### src/rtl/entrada_notas.sv
// entrada_notas: note-entry front end for the word classifier.
// Synchronizes and debounces the ok push-button and captures the note
// switches on each accepted press. It emits a fixed-width ok pulse and counts
// the captured notes. Entry stops after a null note or the fifth note.
// Optional feature macro: NOTE_ECHO_EN. When defined, display echoes
// nota[2:0] as an active-low gfedcba digit. When undefined, display is
// tied high.
module entrada_notas #(
    parameter int DEB_CYCLES   = 16,
    parameter int PULSE_CYCLES = 2
) (
    input  logic       clk,
    input  logic       reset,
    input  logic       btn_ok,
    input  logic [3:0] sw_nota,
    output logic       ok,
    output logic [3:0] nota,
    output logic [2:0] qtd,
    output logic       cheio,
    output logic [6:0] display
);

    // One counter is shared by the press/release debounce and the pulse timer.
    localparam int CMAX = (DEB_CYCLES > PULSE_CYCLES) ? DEB_CYCLES : PULSE_CYCLES;
    localparam int CW   = (CMAX < 2) ? 1 : $clog2(CMAX);
    localparam logic [CW-1:0] DEB_LAST   = CW'(DEB_CYCLES - 1);
    localparam logic [CW-1:0] PULSE_LAST = CW'(PULSE_CYCLES - 1);
    localparam logic [2:0]    QTD_MAX    = 3'd5;

    typedef enum logic [2:0] {
        IDLE     = 3'd0,
        PRESS    = 3'd1,
        EMIT     = 3'd2,
        WAIT_REL = 3'd3,
        RELEASE  = 3'd4,
        DONE     = 3'd5
    } state_t;

    state_t        state_q, state_d;
    logic [CW-1:0] cnt_q, cnt_d;
    logic          ok_q, ok_d;
    logic [3:0]    nota_q, nota_d;
    logic [2:0]    qtd_q, qtd_d;
    logic          cheio_q, cheio_d;

    logic          btn_meta_q, btn_s_q;
    logic [3:0]    nota_meta_q, nota_s_q;
    logic          end_of_word;

`ifdef NOTE_ECHO_EN
    logic [6:0]    display_q, display_d;

    // Active-low gfedcba code for digits 0-7.
    function automatic logic [6:0] seg7(input logic [2:0] d);
        case (d)
            3'd0:    seg7 = 7'b1000000;
            3'd1:    seg7 = 7'b1111001;
            3'd2:    seg7 = 7'b0100100;
            3'd3:    seg7 = 7'b0110000;
            3'd4:    seg7 = 7'b0011001;
            3'd5:    seg7 = 7'b0010010;
            3'd6:    seg7 = 7'b0000010;
            default: seg7 = 7'b1111000;
        endcase
    endfunction
`endif

    // Two-flop synchronizers for the asynchronous button and switches.
    always_ff @(posedge clk) begin
        if (!reset) begin
            btn_meta_q  <= 1'b0;
            btn_s_q     <= 1'b0;
            nota_meta_q <= 4'b0000;
            nota_s_q    <= 4'b0000;
        end else begin
            btn_meta_q  <= btn_ok;
            btn_s_q     <= btn_meta_q;
            nota_meta_q <= sw_nota;
            nota_s_q    <= nota_meta_q;
        end
    end

    // A null note (x000) or a full word ends entry.
    assign end_of_word = (nota_q[2:0] == 3'b000) || (qtd_q == QTD_MAX);

    // Next-state logic. ok is decided here and registered, so it is glitch-free.
    always_comb begin
        state_d   = state_q;
        cnt_d     = cnt_q;
        ok_d      = 1'b0;
        nota_d    = nota_q;
        qtd_d     = qtd_q;
        cheio_d   = cheio_q;
`ifdef NOTE_ECHO_EN
        display_d = display_q;
`endif
        case (state_q)
            IDLE: begin
                if (btn_s_q) begin
                    state_d = PRESS;
                    cnt_d   = '0;
                end
            end
            PRESS: begin
                if (!btn_s_q) begin
                    state_d = IDLE;
                    cnt_d   = '0;
                end else if (cnt_q == DEB_LAST) begin
                    state_d   = EMIT;
                    cnt_d     = '0;
                    ok_d      = 1'b1;
                    nota_d    = nota_s_q;
                    qtd_d     = (qtd_q >= QTD_MAX) ? QTD_MAX : qtd_q + 3'd1;
`ifdef NOTE_ECHO_EN
                    display_d = seg7(nota_s_q[2:0]);
`endif
                end else begin
                    cnt_d = cnt_q + CW'(1);
                end
            end
            EMIT: begin
                // The button level is ignored while the pulse is out.
                if (cnt_q == PULSE_LAST) begin
                    state_d = WAIT_REL;
                    cnt_d   = '0;
                end else begin
                    cnt_d = cnt_q + CW'(1);
                    ok_d  = 1'b1;
                end
            end
            WAIT_REL: begin
                if (!btn_s_q) begin
                    state_d = RELEASE;
                    cnt_d   = '0;
                end
            end
            RELEASE: begin
                if (btn_s_q) begin
                    state_d = WAIT_REL;
                    cnt_d   = '0;
                end else if (cnt_q == DEB_LAST) begin
                    cnt_d = '0;
                    if (end_of_word) begin
                        state_d = DONE;
                        cheio_d = 1'b1;
                    end else begin
                        state_d = IDLE;
                    end
                end else begin
                    cnt_d = cnt_q + CW'(1);
                end
            end
            DONE: begin
                cheio_d = 1'b1;
            end
            default: begin
                state_d = IDLE;
                cnt_d   = '0;
            end
        endcase
    end

    // State and output registers. Reset overrides everything, including a live pulse.
    always_ff @(posedge clk) begin
        if (!reset) begin
            state_q   <= IDLE;
            cnt_q     <= '0;
            ok_q      <= 1'b0;
            nota_q    <= 4'b0000;
            qtd_q     <= 3'd0;
            cheio_q   <= 1'b0;
`ifdef NOTE_ECHO_EN
            display_q <= 7'b1111111;
`endif
        end else begin
            state_q   <= state_d;
            cnt_q     <= cnt_d;
            ok_q      <= ok_d;
            nota_q    <= nota_d;
            qtd_q     <= qtd_d;
            cheio_q   <= cheio_d;
`ifdef NOTE_ECHO_EN
            display_q <= display_d;
`endif
        end
    end

    assign ok    = ok_q;
    assign nota  = nota_q;
    assign qtd   = qtd_q;
    assign cheio = cheio_q;
`ifdef NOTE_ECHO_EN
    assign display = display_q;
`else
    assign display = 7'b1111111;
`endif

endmodule

### config.mk
export PLATFORM = sky130hd
export DESIGN_NAME = entrada_notas
export DESIGN_NICKNAME = d
export VERILOG_FILES = /design/src/rtl/entrada_notas.sv
export SDC_FILE = /design/constraint.sdc
export NUM_CORES = 1
export LEC_CHECK = 0
export BUFFER_PORTS_ARGS = -buffer_cell sky130_fd_sc_hd__buf_2
export CORE_MARGIN = 3
export CORE_UTILIZATION = 58
export DETAILED_ROUTE_END_ITERATION = 7
export PLACE_DENSITY_LB_ADDON = 0.1
export RECOVER_POWER = 25
export SLEW_MARGIN = 20
export SYNTH_ARGS = -nofsm -noshare
export SYNTH_HDL_FRONTEND = slang
export SYNTH_SLANG_ARGS = --single-unit
### constraint.sdc
create_clock -name clk -period 2.5 [get_ports clk]
set_input_delay 0.375 -clock clk [delete_from_list [all_inputs] [get_ports clk]]
set_output_delay 0.375 -clock clk [all_outputs]
set_load 0.05 [all_outputs]
# Word-level counts from Yosys, hierarchy flattened
# Cells that the tools add are included.
# W data, S select, Z words.
[word_totals]
ff_bits = 26
input_bits = 7
out_inout_bits = 16
elab_cells = 63
[classes]
addsub = 2
magnitude_cmp = 1
eq_ne = 16
n_mux = 25
bitwise = 1
reduce_logical = 8
[ops]
columns = ["cell", "n"]
rows = [
  ["$mux W3", 9],
  ["$mux W4", 6],
  ["$pmux W4 S6", 1],
  ["$pmux W3 S6", 1],
  ["$ne A2 B2 Y1 const B", 6],
  ["$eq A3 B3 Y1 const B", 3],
  ["$eq A3 B2 Y1 const B", 2],
  ["$logic_not A3 Y1", 2],
  ["$mux W1", 6],
  ["$ne A3 B3 Y1 const B", 2],
  ["$reduce_and A3 Y1", 2],
  ["$reduce_and A6 Y1", 1],
  ["$add A4 B1 Y4 const B", 1],
  ["$eq A4 B1 Y1 const B", 1],
  ["$eq A4 B4 Y1 const B", 1],
  ["$pmux W1 S2", 2],
  ["$reduce_and A4 Y1", 1],
  ["$add A3 B1 Y3 const B", 1],
  ["$eq A3 B1 Y1 const B", 1],
  ["$ge A3 B3 Y1 const B", 1],
  ["$reduce_bool A2 Y1", 1],
  ["$logic_or A1 B1 Y1", 1],
  ["$not A1 Y1", 1],
]

# Logic depth before layout (Yosys ltp)
[logic_depth]
word_depth = 6
mapped_depth = 7
mapped_depth_nobuf = 6

# Worst setup path before layout
# Ideal clock, no wire load.
[synth_path]
kind = "reg2reg"
from = "register qtd_q[1], in the netlist qtd[1]"
to = "register qtd_q[1], in the netlist qtd[1]"
setup_ns = 0.066
arrival_time_ns = 1.585
t_required_ns = 2.434
slack_ns = 0.850
path_stages_with_launch = 7
path_buffers = 0
period_less_slack_ns = 1.650
cell_sequence = "dfxtp_1 inv_1 ha_1 or3_1 a21oi_1 mux2i_1 nor2b_1"
[synth_between]
elab_chain_cells = 2
word_cells_on_any_way = 3
cone_classes = "add/sub: 1; order compare: 1; mux: 1"
[synth_lines]
columns = ["item", "line", "text"]
rows = [
  ["start: declaration", "43", "logic [2:0] qtd_q, qtd_d;"],
  ["start signal: assignment", "180", "qtd_q <= qtd_d;"],
  ["$add A3 B1 Y3 or $ge A3 B3 Y1 (tied branches)", "113", "qtd_d = (qtd_q >= QTD_MAX) ? QTD_MAX : qtd_q + 3'd1;"],
  ["$mux W3 (*)", "113", ""],
]
# Mark *: on every way between the ends. The rest lies on a longest branch, timed or not.
# A chain may end at the register's enable or synchronous reset.

# Worst setup path after layout
[layout_path]
from = "register cnt_q[0]"
to = "register state_q[0]"
[layout_between]
elab_chain_cells = 3
word_cells_on_any_way = 6
cone_classes = "eq/ne: 5; reduce/logical: 1"
[layout_lines]
columns = ["item", "line", "text"]
rows = [
  ["start: declaration", "40", "logic [CW-1:0] cnt_q, cnt_d;"],
  ["start signal: assignment", "177", "cnt_q <= cnt_d;"],
  ["$eq A4 B4 Y1 or $eq A4 B1 Y1 (tied branches)", "108, 141, 123", ""],
  ["$ne A3 B3 Y1 (no line) or $ne A2 B2 Y1 (tied branches)", "n/a", ""],
  ["$reduce_and A6 Y1 (no line) (*)", "n/a", ""],
  ["end signal: assignment", "176", "state_q <= state_d;"],
  ["end: declaration", "39", "state_t state_q, state_d;"],
]
# Marks and branches as above.

==> impl.org <==
** Timing
- Based on the critical path, the design can be clocked at up to between 500 and 600 MHz.
- After layout, the minimum clock period comes to 1.79 ns.
- For the pin with the worst max-slew slack, the measured transition is roughly 1.1 ns.
- Dividing the final minimum period by the clock period gives 71.5%.
- Count of final setup violators :: 0
- Hold timing on the final database bottoms out at a slack of roughly 0.26 ns.
- The count of endpoints failing hold in the final timing report is 0.
- Max-slew violation count :: 0
- Final-layout setup total negative slack :: 0 ns
- Clock Skews :: just over 0.01 ns
- Measured against its own limit, the worst slew margin works out to 28.1%.
- Unrepaired setup endpoints after global routing :: no

** Clock network
- Clock tree synthesis inserted a total of 3 buffers.
- The cell sitting at the root of the clock tree is a sky130_fd_sc_hd__clkbuf_4.
- Post-CTS timing repair inserted 0 buffers for setup.
- Post_cts resized :: 0
- The later pin in the worst-skew pair is clocked with a latency of approximately 0.32 ns.
- After clock tree synthesis, the flow added hold-fix buffers numbering 0.
- CTS built an H-tree with a depth of 1.
- The clock net in this run drives a total of 26 sinks.
- Buffers from clock root to sink, at most :: 2
- TritonCTS built the clock tree.
- Clock input transition at the sequential cells of the worst setup and hold paths :: between 0.1 and 0.15 ns

** Cells and area
- Proportion of layout cells with a drive suffix above 1 :: between 10% and 20%
- 0 antenna diodes ended up in the layout.
- Layout area overhead :: 7.37%
- Fill cell count :: roughly 170
- In the final design database the tool counted ~160 nets.

** Logic synthesis
- The cell area that synthesis handed to floorplanning was about 1300 µm².
- Count of synthesis-stage warnings from yosys :: 0
- The synthesized design contains 0 enable-type register cells.
- The synthesized design spends more area on one cell type than any other, namely sky130_fd_sc_hd__dfxtp_1.
- Counting distinct cell types in the post-synthesis netlist gives between 40 and 50.
- Synthesis produced a netlist whose cell count is 134.
- The most used flip-flop cell after synthesis is sky130_fd_sc_hd__dfxtp_1.
- Seq/Total Area, Yosys :: a little over 40%
- Post-Synthesis Mean Instance Area :: roughly 9.5 µm²
- In the post-synthesis netlist, the cell with the most instances is sky130_fd_sc_hd__dfxtp_1.
- Fraction of synthesis flops using an asynchronous set or reset pin :: 0%
- Sorting the synthesized cells by how often they occur yields sky130_fd_sc_hd__dfxtp_1, sky130_fd_sc_hd__and2_1, sky130_fd_sc_hd__buf_4.
- Area share of the largest cell type after synthesis :: 40.9%
- Counting flops and latches in the post-synthesis netlist gives 26.
- After synthesis, the cell types taking the most area are sky130_fd_sc_hd__dfxtp_1, sky130_fd_sc_hd__mux2i_1, sky130_fd_sc_hd__and2_1.

** Outcome
- The flow ran to the end, and the final reports show no timing, DRC or antenna violations.

** Detailed routing
- In the routed design, unresolved DRC markers number 0.
- Number of routed nets with antenna violations :: 0
- Average detailed-routed wire length per instance :: between 10 and 15 µm
- Number of detailed-routing iterations run before antenna repair :: 4
- For this block, the routed nets add up to 2170 µm of wire.
- Vias :: between 900 and 1k
- After detailed routing, the number of vias per cell comes to 5.45.
- Iteration-0 DRC Markers :: 11

** Setup path
- Data arrival, critical path :: a little over 2 ns
- Worst-case reg-to-reg path depth :: 5
- Critical path buffer and inverter count :: 0
- Walking the worst path, the cells encountered are ha_1 > and3_1 > nor4b_1 > nor4b_2 > mux2i_1.
- Type of the setup path with the least slack :: reg -> reg
- STA classifies the critical path endpoint as a register.
- Startpoint types :: register
- Crit path max-delay family :: simple AND/OR/NAND/NOR gates
- For flop-to-flop paths, the worst setup slack is between 0.7 and 0.8 ns.
- Among all stages on the critical path, the largest delay is contributed by sky130_fd_sc_hd__nor4b_2.
- STA puts the critical path data required time at roughly 2.8 ns.
- In this design, the stage delay of the slowest critical-path cell is 0.45 ns.
- Max FO, Critical Path :: 7
- Crit Reg-Reg Endpoint :: state_q[0]$_SDFFE_PN0P_
- In this run the critical register-to-register path is launched from cnt_q[0]$_SDFFE_PN0P_.

** Place
- During placement, the flow inserted port buffers numbering 15.
- Half-perimeter wire length of the detailed placement result :: around 1500 µm
- Routability-driven placement finished with a final weighted congestion of 0.792.

** Die
- The initial utilization of the core area, before any placement, comes to a little over three fifths.
- Core area :: 2020 µm²
- Total number of placement rows :: 16
- Die span in y :: between 50 and 60 µm
- Pin placement for this block handled 23 I/O pins.
- Die width :: around 53 µm
- The die covers 2790 µm².

** Worst hold path
- The worst hold path was traced through 2 stages.
- The startpoint identified for the worst hold timing path is sw_nota[0].
- Worst hold endpoint :: nota_meta_q[0]$_SDFF_PN0_
- The worst hold path belongs to the class in -> reg.

** Power
- Dividing total power by cell area gives a power density of roughly 600 nW/µm².
- Leakage power summed over all cells :: about 0.57 nW
- IR analysis of the VDD net gives a maximum drop of 0.454 mV.

** Global routing
- Number of global-route vias before repair :: between 800 and 900
- The first global-routing pass estimated 3740 µm of wire.
- Number of antenna violations at the first check in global routing :: 0
- After global routing the overflow that remains totals 0.
- Global routing consumed, over all layers together, 18.5% of the routing resources.
- Entering global routing, the biggest net connects 32 pins.

** Flow run
- Across the run, the number of max-cap violations was 0.
cell type report:
type                       count  area [µm²]  share of cell area, %
multi-input combinational     95         664                   48.6
sequential                    26         520                   38.1
timing repair buffer          16        81.3                   5.95
tap                           27        33.8                   2.47
clock inverter                 1        30.0                   2.20
clock buffer                   3        22.5                   1.65
inverter                       4        15.0                   1.10
stage by stage:
stage          cells  utilization [%]  setup WS, ns  total power, mW  area, µm²
6_report         172             67.6         0.711            0.806       1370
5_1_grt          172             67.6         0.611            0.847       1370
4_1_cts          172             67.7         0.701            0.820       1370
3_5_place_dp     168             65.1         0.732            0.533       1320
3_3_place_gp     168             65.1         0.855            0.530       1320
2_1_floorplan    140                -         0.850            0.527       1300
how the worst max path moves through the flow:
stage / startpoint / end / slack, ns / cells after the start
2_1_floorplan: qtd[1]$_SDFFE_PN0P_ / qtd[1]$_SDFFE_PN0P_ / 0.85 / 6
3_3_place_gp: cnt_q[0]$_SDFFE_PN0P_ / nota[3]$_SDFFE_PN0P_ / 0.85 / 6
3_5_place_dp: cnt_q[0]$_SDFFE_PN0P_ / state_q[0]$_SDFFE_PN0P_ / 0.73 / 5
4_1_cts: cnt_q[0]$_SDFFE_PN0P_ / state_q[0]$_SDFFE_PN0P_ / 0.70 / 5
5_1_grt: cnt_q[0]$_SDFFE_PN0P_ / state_q[0]$_SDFFE_PN0P_ / 0.61 / 5
6_report: cnt_q[0]$_SDFFE_PN0P_ / state_q[0]$_SDFFE_PN0P_ / 0.71 / 5
routing by layer:
layer / vias to the layer above / global-route usage [%] / wire length, µm
met1: 432 / 22.6 / 970
met3: 6 / 5.35 / 105
met4: 0 / 6.81 / 44
met5: - / 0 / 0
met2: 23 / 30.6 / 1050
li1: 476 / - / -
flip-flops by register name, summed over array words and instances, names as in the netlist:
| name | count |
|---|---|
| cnt_q | 4 |
| nota | 4 |
| nota_meta_q | 4 |
| nota_s_q | 4 |
| qtd | 3 |
| state_q | 3 |
| btn_meta_q | 1 |
| btn_s_q | 1 |
| cheio | 1 |
| ok | 1 |
layout by cell type, fill, tap and decap left out, types with 3 or more instances in the layout:
cell type / count
sky130_fd_sc_hd__nor3_1: 3
sky130_fd_sc_hd__buf_2: 14
sky130_fd_sc_hd__and2_0: 3
sky130_fd_sc_hd__mux2i_1: 7
sky130_fd_sc_hd__dfxtp_1: 26
sky130_fd_sc_hd__and3b_1: 3
sky130_fd_sc_hd__nor3b_1: 3
sky130_fd_sc_hd__nand2_1: 7
sky130_fd_sc_hd__a21oi_1: 6
sky130_fd_sc_hd__clkbuf_4: 3
sky130_fd_sc_hd__and2_1: 7
sky130_fd_sc_hd__nor2b_1: 7
sky130_fd_sc_hd__o21ai_1: 3
sky130_fd_sc_hd__nand3b_1: 3
sky130_fd_sc_hd__inv_1: 4
sky130_fd_sc_hd__conb_1: 7
sky130_fd_sc_hd__nor2_1: 4
sky130_fd_sc_hd__ha_1: 4
power by group:
group / switching [mW] / internal [mW]
sequential: 0.0179 / 0.427
combinational: 0.0516 / 0.0278
clock: 0.120 / 0.162
total: 0.190 / 0.617
cell families (layout without fill, tap and decap cells):
group	after synthesis	after routing	synth area share, %
DFF	26	26	40.9
and+or+nand+nor	57	57	28.9
AOI/OAI and AO/OA	20	20	11.8
adders and majority gates	4	4	3.93
muxes	7	7	5.50
buffers and inverters	19	24	8.74
other	1	7	0.294
No activity file was read; power rests on OpenSTA's default activity.
